$ cat src/rtl/riscv_mem_arbiter.sv
// Two-port round-robin arbiter in front of a single-port unified memory.
// Port 0 is the core (fetch + load/store), port 1 the loader/debug port.
// One access in flight; fixed memory latency; completion signalled by a
// one-cycle ack pulse to the granted port.
module riscv_mem_arbiter #(
    parameter int ADDR_W      = 32,
    parameter int DATA_W      = 32,
    parameter int MEM_LATENCY = 2    // 1..15
) (
    input  logic              clk,
    input  logic              reset,
    input  logic              req0,
    input  logic              req1,
    input  logic              we0,
    input  logic              we1,
    input  logic [ADDR_W-1:0] addr0,
    input  logic [ADDR_W-1:0] addr1,
    input  logic [DATA_W-1:0] wdata0,
    input  logic [DATA_W-1:0] wdata1,
    output logic              ack0,
    output logic              ack1,
    output logic [DATA_W-1:0] rdata0,
    output logic [DATA_W-1:0] rdata1,
    output logic              mem_en,
    output logic              mem_we,
    output logic [ADDR_W-1:0] mem_addr,
    output logic [DATA_W-1:0] mem_wdata,
    input  logic [DATA_W-1:0] mem_rdata,
    output logic              busy,
    output logic              owner
);

    localparam logic [1:0] IDLE   = 2'd0;
    localparam logic [1:0] ACCESS = 2'd1;
    localparam logic [1:0] RESP   = 2'd2;

    // cnt starts at this value on entry to ACCESS, so it also marks the first
    // ACCESS cycle (the only one carrying mem_en).
    localparam logic [3:0] CNT_INIT = 4'(MEM_LATENCY - 1);

    logic [1:0] state;
    logic [3:0] cnt;
    logic       last;     // port served most recently; loses the next tie
    logic       we_sel;
    logic       in_access;

    assign in_access = (state == ACCESS);
    assign we_sel    = owner ? we1 : we0;

    // Outputs decode registered state only, so requests never reach ack/mem_en
    // combinationally.
    always_comb begin
        busy      = (state != IDLE);
        ack0      = (state == RESP) && !owner;
        ack1      = (state == RESP) &&  owner;
        mem_en    = in_access && (cnt == CNT_INIT);
        mem_we    = mem_en && we_sel;
        mem_addr  = '0;
        mem_wdata = '0;
        if (in_access) begin
            mem_addr  = owner ? addr1  : addr0;
            mem_wdata = owner ? wdata1 : wdata0;
        end
    end

    // Arbitration FSM: IDLE grants, ACCESS waits out the latency and captures
    // read data, RESP pulses ack and records the served port.
    always_ff @(posedge clk) begin
        if (reset) begin
            state  <= IDLE;
            cnt    <= '0;
            last   <= 1'b1;
            owner  <= 1'b0;
            rdata0 <= '0;
            rdata1 <= '0;
        end else begin
            case (state)
                IDLE: begin
                    if (req0 || req1) begin
                        owner <= (req0 && req1) ? ~last : req1;
                        cnt   <= CNT_INIT;
                        state <= ACCESS;
                    end
                end
                ACCESS: begin
                    if (cnt == 4'd0) begin
                        if (!we_sel) begin
                            if (owner) rdata1 <= mem_rdata;
                            else       rdata0 <= mem_rdata;
                        end
                        state <= RESP;
                    end else begin
                        cnt <= cnt - 4'd1;
                    end
                end
                RESP: begin
                    last  <= owner;
                    state <= IDLE;
                end
                default: state <= IDLE;
            endcase
        end
    end

endmodule

$ cat config.mk
export PLATFORM = sky130hd
export DESIGN_NAME = riscv_mem_arbiter
export DESIGN_NICKNAME = d
export VERILOG_FILES = /design/src/rtl/riscv_mem_arbiter.sv
export SDC_FILE = /design/constraint.sdc
export NUM_CORES = 1
export LEC_CHECK = 0
export BUFFER_PORTS_ARGS = -buffer_cell sky130_fd_sc_hd__buf_2
export CORE_AREA = 4 4 115 117
export DETAILED_ROUTE_END_ITERATION = 6
export DIE_AREA = 0 0 119 121
export PLACE_DENSITY = 0.64
export SETUP_SLACK_MARGIN = 0.5
export SLEW_MARGIN = 20
export SYNTH_ARGS = -nofsm -noshare
export SYNTH_HDL_FRONTEND = slang
export SYNTH_SLANG_ARGS = --single-unit
$ cat constraint.sdc
create_clock -name clk -period 3.45 [get_ports clk]
set_clock_uncertainty 0.1 [all_clocks]
set_input_delay 0.1725 -clock clk [delete_from_list [all_inputs] [get_ports clk]]
set_output_delay 0.1725 -clock clk [all_outputs]
set_load 0.01 [all_outputs]
# ---- Word-level counts from Yosys, hierarchy flattened
# Index checks and enable logic that the tools add are counted.
dict set report op_classes {
  n_bitwise 3
  reduce_logical 16
  addsub 1
  mux 12
  eq_ne 6
}
# op count
set op_table {}
lappend op_table {{32-bit two-way mux} 4}
lappend op_table {{4-bit two-way mux} 2}
lappend op_table {{4-bit one-hot mux with 2 select lines} 1}
lappend op_table {{4-bit AND reduction} 2}
lappend op_table {{1-bit logical AND} 5}
lappend op_table {{4-bit by 1-bit equality test with 1-bit output, second input constant} 1}
lappend op_table {{4-bit logical NOT} 1}
lappend op_table {{2-bit two-way mux} 2}
lappend op_table {{2-bit inequality test, second input constant} 2}
lappend op_table {{2-bit one-hot mux with 2 select lines} 1}
lappend op_table {{2-bit AND reduction} 2}
lappend op_table {{2-bit nonzero test} 2}
lappend op_table {{4-bit by 1-bit subtractor with 4-bit output, second input constant} 1}
lappend op_table {{1-bit inverter} 3}
lappend op_table {{3-bit AND reduction} 1}
lappend op_table {{2-bit by 1-bit equality test with 1-bit output, second input constant} 1}
lappend op_table {{2-bit equality test, second input constant} 1}
lappend op_table {{2-bit logical NOT} 1}
lappend op_table {{1-bit two-way mux} 2}
lappend op_table {{2-bit by 1-bit inequality test with 1-bit output, second input constant} 1}
lappend op_table {{1-bit logical NOT} 1}
lappend op_table {{1-bit logical OR} 1}
dict set report word_totals {
  regBits 72
  elab_cells 44
  inputBits 166
  out_inout_bits 134
}

# ---- Logic depth before layout (Yosys ltp)
# Gate-level depths: netlist of the first run.
dict set report logic_depth {
  word_depth 3
  mapped_depth 7
  mapped_depth_nobuf 5
}

# ---- Least setup slack after synthesis of the first run
# No wires, ideal clock.
dict set report synth_timing {
  kind {flip-flop to output port}
  startpoint {register state[1]}
  endpoint {output mem_we}
  setup_slack_ns 1.660
  arrival_time_ns 1.518
  stages_incl_launch_ff 5
  path_buffers 1
  required_time_ns 3.178
  cell_sequence {dfxtp_1 -> nand2b_1 -> buf_2 -> nor4b_1 -> nor3b_1}
}
dict set report synth_between {
  elab_chain_cells 3
}
# item line_no
set synth_rtl {}
lappend synth_rtl {{start, declared} 41} ;# logic [1:0] state;
lappend synth_rtl {{start signal, assigned} 70} ;# state <= IDLE;
lappend synth_rtl {{start signal, assigned} 82} ;# state <= ACCESS;
lappend synth_rtl {{start signal, assigned} 91} ;# state <= RESP;
lappend synth_rtl {{2-bit by 1-bit equality test with 1-bit output} 47} ;# assign in_access = (state == ACCESS);
lappend synth_rtl {{1-bit logical AND} 56} ;# mem_en = in_access && (cnt == CNT_INIT);
lappend synth_rtl {{net mem_en} 24} ;# output logic mem_en,
lappend synth_rtl {{1-bit logical AND} 57} ;# mem_we = mem_en && we_sel;
lappend synth_rtl {{end, declared} 25} ;# output logic mem_we,
# The timed path passes the listed nets, and every way through them passes these cells.

# ---- Worst setup path after layout of the first run
dict set report layout_timing {
  startpoint {register owner}
  endpoint {output mem_wdata[24]}
}
dict set report layout_between {
  elab_chain_cells 2
}
# item line_no
set layout_rtl {}
lappend layout_rtl {{start, declared} 30} ;# output logic owner
lappend layout_rtl {{start signal, assigned} 80} ;# owner <= (req0 && req1) ? ~last : req1;
lappend layout_rtl {{32-bit two-way mux} 62} ;# mem_wdata = owner ? wdata1 : wdata0;
lappend layout_rtl {{32-bit two-way mux} 60} ;# if (in_access) begin
lappend layout_rtl {{end, declared} 27} ;# output logic [DATA_W-1:0] mem_wdata,
# No other way between the ends.

==> results of run 1 <==
## cells by family (layout without fill, tap and decap cells)
group           after synthesis  in the layout  synth area share (%)
buf+inv                      40            329                 5.165
compound gates               14             14                 2.500
simple gates                184            184                 19.77
mux                         128            128                 33.68
other cells                   0              1                     0
flops                        72             72                 37.89
fa+ha+maj                     3              3                0.9869
## flip-flops by register name, summed over array words and instances (netlist names)
| signal | count |
|---|---|
| rdata0 | 32 |
| rdata1 | 32 |
| last | 1 |
| cnt | 4 |
| state | 2 |
| owner | 1 |
## synth_stat cells, drive strengths merged
| cell | n |
|---|---|
| nor3b | 2 |
| ha | 3 |
| nand2b | 2 |
| dfxtp | 72 |
| o21ba | 1 |
| nor3 | 1 |
| or4 | 1 |
| inv | 6 |
| nor2 | 69 |
| a21oi | 4 |
| nor4 | 1 |
| clkbuf | 11 |
| a2bb2oi | 1 |
| o21ai | 3 |
| nand3 | 2 |
| nor4b | 1 |
| or3b | 1 |
| or3 | 2 |
| a211o | 1 |
| a211oi | 1 |
| nor2b | 2 |
| o31a | 1 |
| o221ai | 1 |
| nand2 | 97 |
| buf | 23 |
| o31ai | 1 |
| mux2i | 128 |
| and3 | 2 |
| or2 | 1 |
## layer usage
metal,share of wire (%),vias up
met5,0,-
met4,1.3,0
met3,8.7,12
met2,49,166
met1,41,1746
li1,-,2037
## per-stage QoR
| stage | utilization [%] | power (W) |
|---|---|---|
| 2_1_floorplan | - | 0.001229 |
| 3_3_place_gp | 43.72 | 0.001468 |
| 3_5_place_dp | 43.72 | 0.001470 |
| 4_1_cts | 46.25 | 0.002372 |
| 5_1_grt | 46.27 | 0.002470 |
| 6_report | 46.27 | 0.002341 |
## area by class of cell
cell class / instances / area share [%]
repair buffers: 307 / 27.52
well taps: 172 / 3.762
diodes: 1 / 0.04374
multi-input cells: 329 / 37.90
clock buffers: 11 / 4.418
inverters: 6 / 0.3937
flip-flops and latches: 72 / 25.26
clock inverters: 5 / 0.6999
## how the worst max path moves through the flow
stage / startpoint / to / depth (start not counted)
2_1_floorplan: state[1] / mem_we / 4
3_3_place_gp: owner / mem_wdata[24] / 4
3_5_place_dp: cnt[0] / rdata0[0] / 5
4_1_cts: owner / mem_wdata[24] / 4
5_1_grt: owner / mem_wdata[24] / 4
6_report: owner / mem_wdata[24] / 4
## worst max-delay path: stages (launching register included)
cell and delay (ps):
dfxtp_4 700, buf_4 380, mux2i_1 350, nor2_1 120
buf_2 190
## report_power, final
group	switching (W)	internal [W]
clock	0.000363	0.000531
combinational	0.000295	0.000259
sequential	0.0000324	0.000862
total	0.000690	0.00165
==> out/qor.yml, run 1 <==
drt:
  vias: 3961
  dr.first_iter.drc_count: 176
  routedWlPerCell_um: 14.39
  via_per_inst: 4.386
  first_pass_iters: 4
  wl_um: 12990
  drc: 0
  ant_nets: 0
placed_design:
  dp_cells: 884
  place_ws_ps: 1343
  dp_hpwl_um: 10180
  place_area_um2: 5405
  gp_congestion: 0.8402
  port_buffers: 299
clock_tree:
  cts_root_buf: "clkbuf_16"
  cts_resized: 0
  cts_hold_buf: 2
  cts_tree: "done"
  cts_buffers: 9
  clock_latency_ps: 320
  cts_setup_buffers: 0
  clock-sinks: 72
  clkSlewWorstSetupHoldPaths_ps: 60
  clock_path_buffers: 2
  htree_levels: 3
critical_path:
  reg2reg_slack_ps: 1350
  r2r-end: "owner"
  arrival_ps: 2080
  worstSetupEndpointType: "output pin"
  path_class: "reg -> out"
  worstPathMaxFanout: 34
  cp-start-kind: "flop"
  critPathRequiredTime_ps: 3180
  reg2reg_depth: 4
  r2r_start: "owner"
timing:
  maxSlewHeadroom_pct: 51.72
  min_period_ps: 2355
  fin_ws_ps: 1095
  holdWs_ps: 6.028
  fin_crit_sh_pct: 68.26
  fmax_ghz: 0.4247
  finalHoldViolations: 0
  fin_setup_tns_ps: 0
  worst_slew_pin_slew_ps: 723.1
  grt_setup_unrepaired: "false"
  drv_slew: 0
  finalSetupViolCount: 0
global_route:
  grt_pass1_wl_um: 20120
  grt_antenna_before_repair: 1
  first_global_vias: 3870
  grt_max_degree: 73
  busiest_layer: "met2"
  grt.overflow.total: 0
  use_met3_pct: 5.455
  track_usage_pct: 17.12
  met1_usage_pct: 20.47
  met2_usage_pct: 29.88
synth:
  mappedNetlistArea_um2: 3804
  yosysTopAreaCellShare_pct: 37.89
  netlist-cell-type-count: 34
  synth_area_leader_cell: "dfxtp_1"
  netlist_instances: 441
  synth.net_count: 610
  netlist_top_cells_area: "dfxtp_1 (38%), mux2i_1 (34%), nand2_1 (9.6%)"
  avgSynthCellArea_um2: 8.625
  ys_seq_area_share_pct: 37.89
  yosysWarnings: 0
  ys_ff_latch: 72
layout:
  final_common_cell: "buf_2"
  multi_input_area_um2: 2168
  fin_cells: 903
  stdcell_area_um2: 5720
  regArea_um2: 1445
  drive_above_1_share_pct: 44.93
  area_growth_pct: 50.39
  layout_common_cells: "buf_2 (299), mux2i_1 (128), nand2_1 (97), dfxtp_1 (71), nor2_1 (69)"
  fillCellCount: 1261
  layout.nets: 894
hold_path:
  holdPathEnd: "cnt[1]"
  whs_path_depth: 2
  min_path_type: "in -> reg"
  hp-start: "reset"
floorplan:
  core-area_um2: 12360
  die_h_um: 121
  io_pins: 300
  initial_utilization_pct: 30.77
  dieArea_um2: 14400
  dieWidth_um: 119
  rows: 41
run_status:
  status: "completed"
pwr:
  p_leak_nw: 3.040
  powerDensity_nw_per_um2: 409.3
  vdd_drop_max_v: 0.0002126
job:
  max_cap_viol_count: 0
(Power assumes the default switching activity.)
==> run 2: changes to the inputs <==
Clock period 3.45 ns to 2.3 ns, I/O delays scaled along.
==> out/qor.yml, run 2 (same netlist as run 1, synthesis figures left out) <==
clock_tree:
  clock_path_buffers: 2  # unchanged
  clkSlewWorstSetupHoldPaths_ps: 60  # about the same
  clock-sinks: 72  # unchanged
  clock_latency_ps: 330  # about the same
  cts_buffers: 9  # unchanged
  cts_tree: "done"
  cts_root_buf: "clkbuf_16"
  htree_levels: 3  # unchanged
layout:
  layout_common_cells: "buf_2 (299), mux2i_1 (128), nand2_1 (97), dfxtp_1 (70), nor2_1 (69)"
  fillCellCount: 1176  # -6.7%
  drive_above_1_share_pct: 44.92  # about the same
  post-route-util_pct: 50.40  # +4.1 points
  layout.nets: 941  # +5.3%
  area_growth_pct: 63.82
  reg.largest.list: "rdata0 (32), rdata1 (32), cnt (4)"
  num_antenna_cells: 0  # -1
  final_common_cell: "buf_2"
critical_path:
  arrival_ps: 1520  # -560 ps
  r2r_start: "state[1]"
  r2r-end: "owner"
  slowest_delay_ps: 400  # -300 ps
  cp-start-kind: "flop"
  reg2reg_slack_ps: 600  # -750 ps
  cp-startpoint: "owner"
  worstPathMaxFanout: 12  # -65%
  critPathRequiredTime_ps: 2090  # -1090 ps
  crit_chain: "buf_4, mux2i_1, nor2_1, buf_2"
  worstSetupEndpointType: "output pin"
  crit_path_top_delay_cell: "dfxtp_4"
  path_class: "reg -> out"
  reg2reg_depth: 4  # unchanged
timing:
  fin_setup_tns_ps: 0  # unchanged
  fin_crit_sh_pct: 75.37
  fmax_ghz: 0.5768
  finalSetupViolCount: 0  # unchanged
  worst_slew_pin_slew_ps: 394.1  # -329.0 ps
  min_period_ps: 1734
  grt_setup_unrepaired: "true"
  maxSlewHeadroom_pct: 73.72  # +22 points
  drv_slew: 0  # unchanged
  finalHoldViolations: 0  # unchanged
drt:
  drc: 0  # unchanged
  vias: 4144  # +4.6%
  dr.first_iter.drc_count: 214  # +22%
  ant_nets: 0  # unchanged
  wl_um: 13950  # +7.3%
  routedWlPerCell_um: 14.70  # +2.1%
  via_per_inst: 4.367  # -0.45%
  first_pass_iters: 4  # unchanged
global_route:
  grt_max_degree: 62  # -15%
  grt_pass1_wl_um: 21450  # +6.6%
  first_global_vias: 4071  # +5.2%
  grt.overflow.total: 0  # unchanged
  grt_antenna_before_repair: 0  # -1
  track_usage_pct: 18.51  # +1.4 points
placed_design:
  dp_hpwl_um: 10460  # +2.7%
  port_buffers: 299  # unchanged
  gp_congestion: 0.8739  # +4.0%
hold_path:
  min_path_type: "in -> reg"
  holdPathEnd: "state[0]"
  whs_path_depth: 4  # +2
  hp-start: "req0"
floorplan:
  initial_utilization_pct: 30.77  # unchanged
  rows: 41  # unchanged
  dieWidth_um: 119  # unchanged
  die_h_um: 121  # unchanged
  io_pins: 300  # unchanged
  dieArea_um2: 14400  # unchanged
  core-area_um2: 12360  # unchanged
pwr:
  power_w: 0.003645  # +56%
  powerDensity_nw_per_um2: 585.0  # +43%
  vdd_drop_max_v: 0.0003464  # +63%
  p_leak_nw: 3.265  # +7.4%
run_status:
  status: "completed"
job:
  max_cap_viol_count: 0  # unchanged
[run 2: worst max path at each step]
stage	to	slack, ps	depth (start not counted)
after floorplan	mem_we	570	4
after global placement	rdata0[12]	490	6
after detailed placement	rdata0[20]	430	6
after CTS	mem_we	480	4
after global routing	mem_wdata[3]	470	4
final	mem_wdata[8]	570	4
[run 2: layer usage]
layer	up-vias	GRT usage, %	wire length (um)
li1	2134	-	-
met1	1817	22.52	5912
met2	171	31.65	6729
met3	22	5.874	1049
met4	0	4.779	258
met5	-	0	0
[run 2: timing repair]
item | 4_1_cts | 5_1_grt
hold buffers | 35 | 0
endpoints found under the setup margin | 26 | 90
gates resized for setup | 2 | 12
setup buffers | 4 | 3
endpoints found under the hold margin | 68 | 0
[run 2: layout make-up]
class                   instances  area, um2  area share, %
clock buffers                  11      252.7          4.056
clock inverters                 5      38.79         0.6225
inverters                       6      22.52         0.3614
multi-input cells             329       2201          35.32
flip-flops and latches         72       1446          23.21
well taps                     172      215.2          3.454
repair buffers                354       2054          32.97
[run 2: power by group]
part	total, W	switching [W]	internal (W)
registers	0.00133	0.0000344	0.00129
clock network	0.00135	0.000557	0.000795
logic	0.000966	0.000490	0.000477
total	0.00365	0.00108	0.00256
[run 2: stage by stage]
step / worst slack (ps) / instance area (um2) / instances / hold WS (ps)
3_3_place_gp: 489.4 / 5483 / 891 / 270.1
4_1_cts: 482.4 / 6166 / 946 / 124.5
2_1_floorplan: 567.2 / 3804 / 441 / 84.07
5_1_grt: 474.3 / 6231 / 949 / 149.3
6_report: 566.4 / 6231 / 949 / 128.4
3_5_place_dp: 429.2 / 5483 / 891 / 272.8
[run 2: critical path: cells and delay by family, from the launching register on]
family                 cells  cell delay (ps)
buffers and inverters      2              390
DFF                        1              400
muxes                      1              320
and+or+nand+nor            1               70
==> run 3: changes to the inputs <==
Settings changed: ABC_AREA set to 1.
Clock period 2.3 ns to 1.81 ns, I/O delays scaled along.
==> out/qor.yml, run 3 <==
layout:
  layout.nets: 1180  # +25%
  num_antenna_cells: 0  # unchanged
  fillCellCount: 1145  # -2.6%
  final_common_cell: "buf_2"
  post-route-util_pct: 61.77  # +11 points
  drive_above_1_share_pct: 49.85  # +4.9 points
  layout_common_cells: "buf_2 (292), nand2_1 (220), nor2_1 (135), dfxtp_1 (67), a21oi_2 (57)"
  area_growth_pct: 102.8
  reg.largest.list: "rdata0 (32), rdata1 (32), cnt (4)"
pwr:
  internal-power_w: 0.003969  # +55%
  p_switching_w: 0.001934  # +79%
  powerDensity_nw_per_um2: 773.0  # +32%
  vdd_drop_max_v: 0.0004084  # +18%
  p_leak_nw: 3.956  # +21%
  clock_power_share_pct: 31.6  # -5.5 points
  swShare_pct: 32.76  # +3.1 points
  seq_power_share_pct: 30.0  # -6.4 points
  power_w: 0.005903  # +62%
  comb_power_share_pct: 38.5  # +12 points
synth:
  ys.flop_type: "dfxtp_1"
  avgSynthCellArea_um2: 5.837  # -32%
  ys_seq_area_share_pct: 38.29  # +0.39 points
  yosysWarnings: 0  # unchanged
  yosysMostFrequentCell: "nand2_1"
  synth_area_leader_cell: "dfxtp_1"
  ys_ff_latch: 72  # unchanged
  netlist_instances: 645  # +46%
  synthTopCellsByCount: "nand2_1 (265), nor2_1 (138), dfxtp_1 (72)"
  synth_edf_count: 0  # unchanged
  async_flop_share_pct: 0  # unchanged
  mappedNetlistArea_um2: 3765  # -1.0%
  netlist_top_cells_area: "dfxtp_1 (38%), nand2_1 (26%), nor2_1 (14%)"
  synth.net_count: 814  # +33%
  netlist-cell-type-count: 18  # -47%
  yosysTopAreaCellShare_pct: 38.29  # +0.39 points
global_route:
  grt_antenna_before_repair: 1  # +1
  first_global_vias: 5060  # +24%
  met1_usage_pct: 23.40  # +0.87 points
  busiest_layer: "met2"
  grt.overflow.total: 0  # unchanged
  met2_usage_pct: 40.06  # +8.4 points
  grt_pass1_wl_um: 24340  # +13%
  grt_max_degree: 41  # -34%
  track_usage_pct: 21.14  # +2.6 points
  use_met3_pct: 4.103  # -1.8 points
floorplan:
  dieArea_um2: 14400  # unchanged
  die_h_um: 121  # unchanged
  initial_utilization_pct: 30.45  # -0.31 points
  rows: 41  # unchanged
  dieWidth_um: 119  # unchanged
  io_pins: 300  # unchanged
  core-area_um2: 12360  # unchanged
run_status:
  status: "completed"
clock_tree:
  clock_path_buffers: 2  # unchanged
  cts_buffers: 9  # unchanged
  clkSlewWorstSetupHoldPaths_ps: 60  # about the same
  cts_root_buf: "clkbuf_16"
  cts_tree: "done"
  htree_levels: 3  # unchanged
  clock_latency_ps: 330  # about the same
  clock-sinks: 72  # unchanged
critical_path:
  reg2reg_depth: 11  # +7
  reg2reg_slack_ps: 100  # -500 ps
  critPathRequiredTime_ps: 1940  # -150 ps
  r2r_start: "state[0]"
  cp-start-kind: "flop"
  path_class: "reg -> reg"
  r2r-end: "rdata0[7]"
  worstSetupEndpointType: "flop"
  arrival_ps: 1830  # +310 ps
  worstPathMaxFanout: 8  # -4
drt:
  drc: 0  # unchanged
  first_pass_iters: 5  # +1
  via_per_inst: 4.610  # +5.6%
  vias: 5472  # +32%
  routedWlPerCell_um: 15.46  # +5.2%
  ant_nets: 0  # unchanged
  wl_um: 18350  # +32%
  dr.first_iter.drc_count: 321  # +50%
timing:
  worst_slew_pin_slew_ps: 422.3  # +28.17 ps
  min_period_ps: 1706
  fin_crit_sh_pct: 94.25
  finalHoldViolations: 0  # unchanged
  grt_setup_unrepaired: "true"
  finalSetupViolCount: 0  # unchanged
  drv_slew: 0  # unchanged
  maxSlewHeadroom_pct: 71.85  # -1.9 points
  fin_ws_ps: 104.1  # -462.3 ps
  fin_setup_tns_ps: 0  # unchanged
  fmax_ghz: 0.5862
job:
  max_cap_viol_count: 0  # unchanged
placed_design:
  place_ws_ps: 264.0  # -165.1 ps
  port_buffers: 299  # unchanged
  dp_hpwl_um: 10220  # -2.3%
  gp_congestion: 0.8060  # -7.8%
hold_path:
  whs_path_depth: 4  # unchanged
  holdPathEnd: "owner"
  hp-start: "req0"
  min_path_type: "in -> reg"
-- run 3: cell count changes in the layout (fill, tap and decap cells not counted), sizes merged, moves of 4 or more --
cell,change
nand2,+168
a21oi,+66
mux2i,-128
inv,+38
buf,+24
nor2,+72
clkbuf,+12
nand3,+4
-- run 3: what timing repair did --
| item | in CTS | in global routing |
|---|---|---|
| resized for setup | 65 | 121 |
| cloned | 12 | 17 |
| setup endpoints to repair | 135 | 139 |
| endpoints found under the hold margin | 68 | 0 |
| pin swaps | 3 | 14 |
| hold buffers | 36 | 0 |
| setup buffers | 12 | 6 |
-- run 3: metrics by stage --
| step | hold slack [ps] | instances | area, um2 |
|---|---|---|---|
| final | 59.51 | 1187 | 7636 |
| after CTS | 70.73 | 1164 | 6802 |
| after floorplan | 49.86 | 645 | 3864 |
| after global routing | 64.28 | 1187 | 7636 |
| after detailed placement | 269.1 | 1089 | 5503 |
| after global placement | 270.3 | 1089 | 5503 |
-- run 3: per-layer routing --
| metal | share of wire [%] | vias up |
|---|---|---|
| li1 | - | 2693 |
| met5 | 0.071 | - |
| met3 | 5.9 | 33 |
| met1 | 39 | 2502 |
| met2 | 53 | 242 |
| met4 | 2.6 | 2 |
-- run 3: worst max path at each step --
| stage | start | endpoint | cells past startpoint |
|---|---|---|---|
| floorplan | cnt[1] | rdata0[21] | 8 |
| global placement | state[0] | mem_wdata[18] | 6 |
| detailed placement | state[0] | mem_wdata[18] | 6 |
| CTS | state[0] | mem_wdata[18] | 7 |
| global route | state[0] | rdata0[7] | 11 |
| finish | state[0] | rdata0[7] | 11 |
-- run 3: power by group through the flow --
| stage | registers, W | logic [W] | clock network (W) |
|---|---|---|---|
| after floorplan | 0.00183 | 0.000764 | 0 |
| after global placement | 0.00179 | 0.00138 | 0 |
| after detailed placement | 0.00179 | 0.00139 | 0 |
| after CTS | 0.00176 | 0.00188 | 0.00190 |
| after global routing | 0.00178 | 0.00245 | 0.00198 |
| final | 0.00177 | 0.00227 | 0.00186 |
-- run 3: critical path, cell delays in order (launching register included) --
cell and delay (ps):
dfxtp_2 330, inv_2 40, nor2_4 150, buf_6 120, buf_6 100, nand3_4 100, nor2_4 150, buf_12 160
clkbuf_16 180, nand2_2 40, nand2_1 60, nor2_1 50
-- run 3: final cells by class --
| cell class | count | area, um2 | area share, % |
|---|---|---|---|
| clock buffer | 12 | 267.8 | 3.506 |
| clock inverter | 3 | 47.55 | 0.6226 |
| inverter | 42 | 182.7 | 2.392 |
| multi-input combinational | 492 | 2499 | 32.72 |
| sequential | 72 | 1450 | 18.99 |
| tap | 172 | 215.2 | 2.818 |
| timing repair buffer | 390 | 2932 | 38.39 |
| timing repair inverter | 4 | 42.54 | 0.5571 |
-- run 3: logic make-up after synthesis --
group                    synth area share, %
flip-flops                             38.29
AND/OR/NAND/NOR                        42.51
AO/OA/AOI/OAI                          9.704
adder cells (fa/ha/maj)               0.9971
buffers and inverters                  8.508
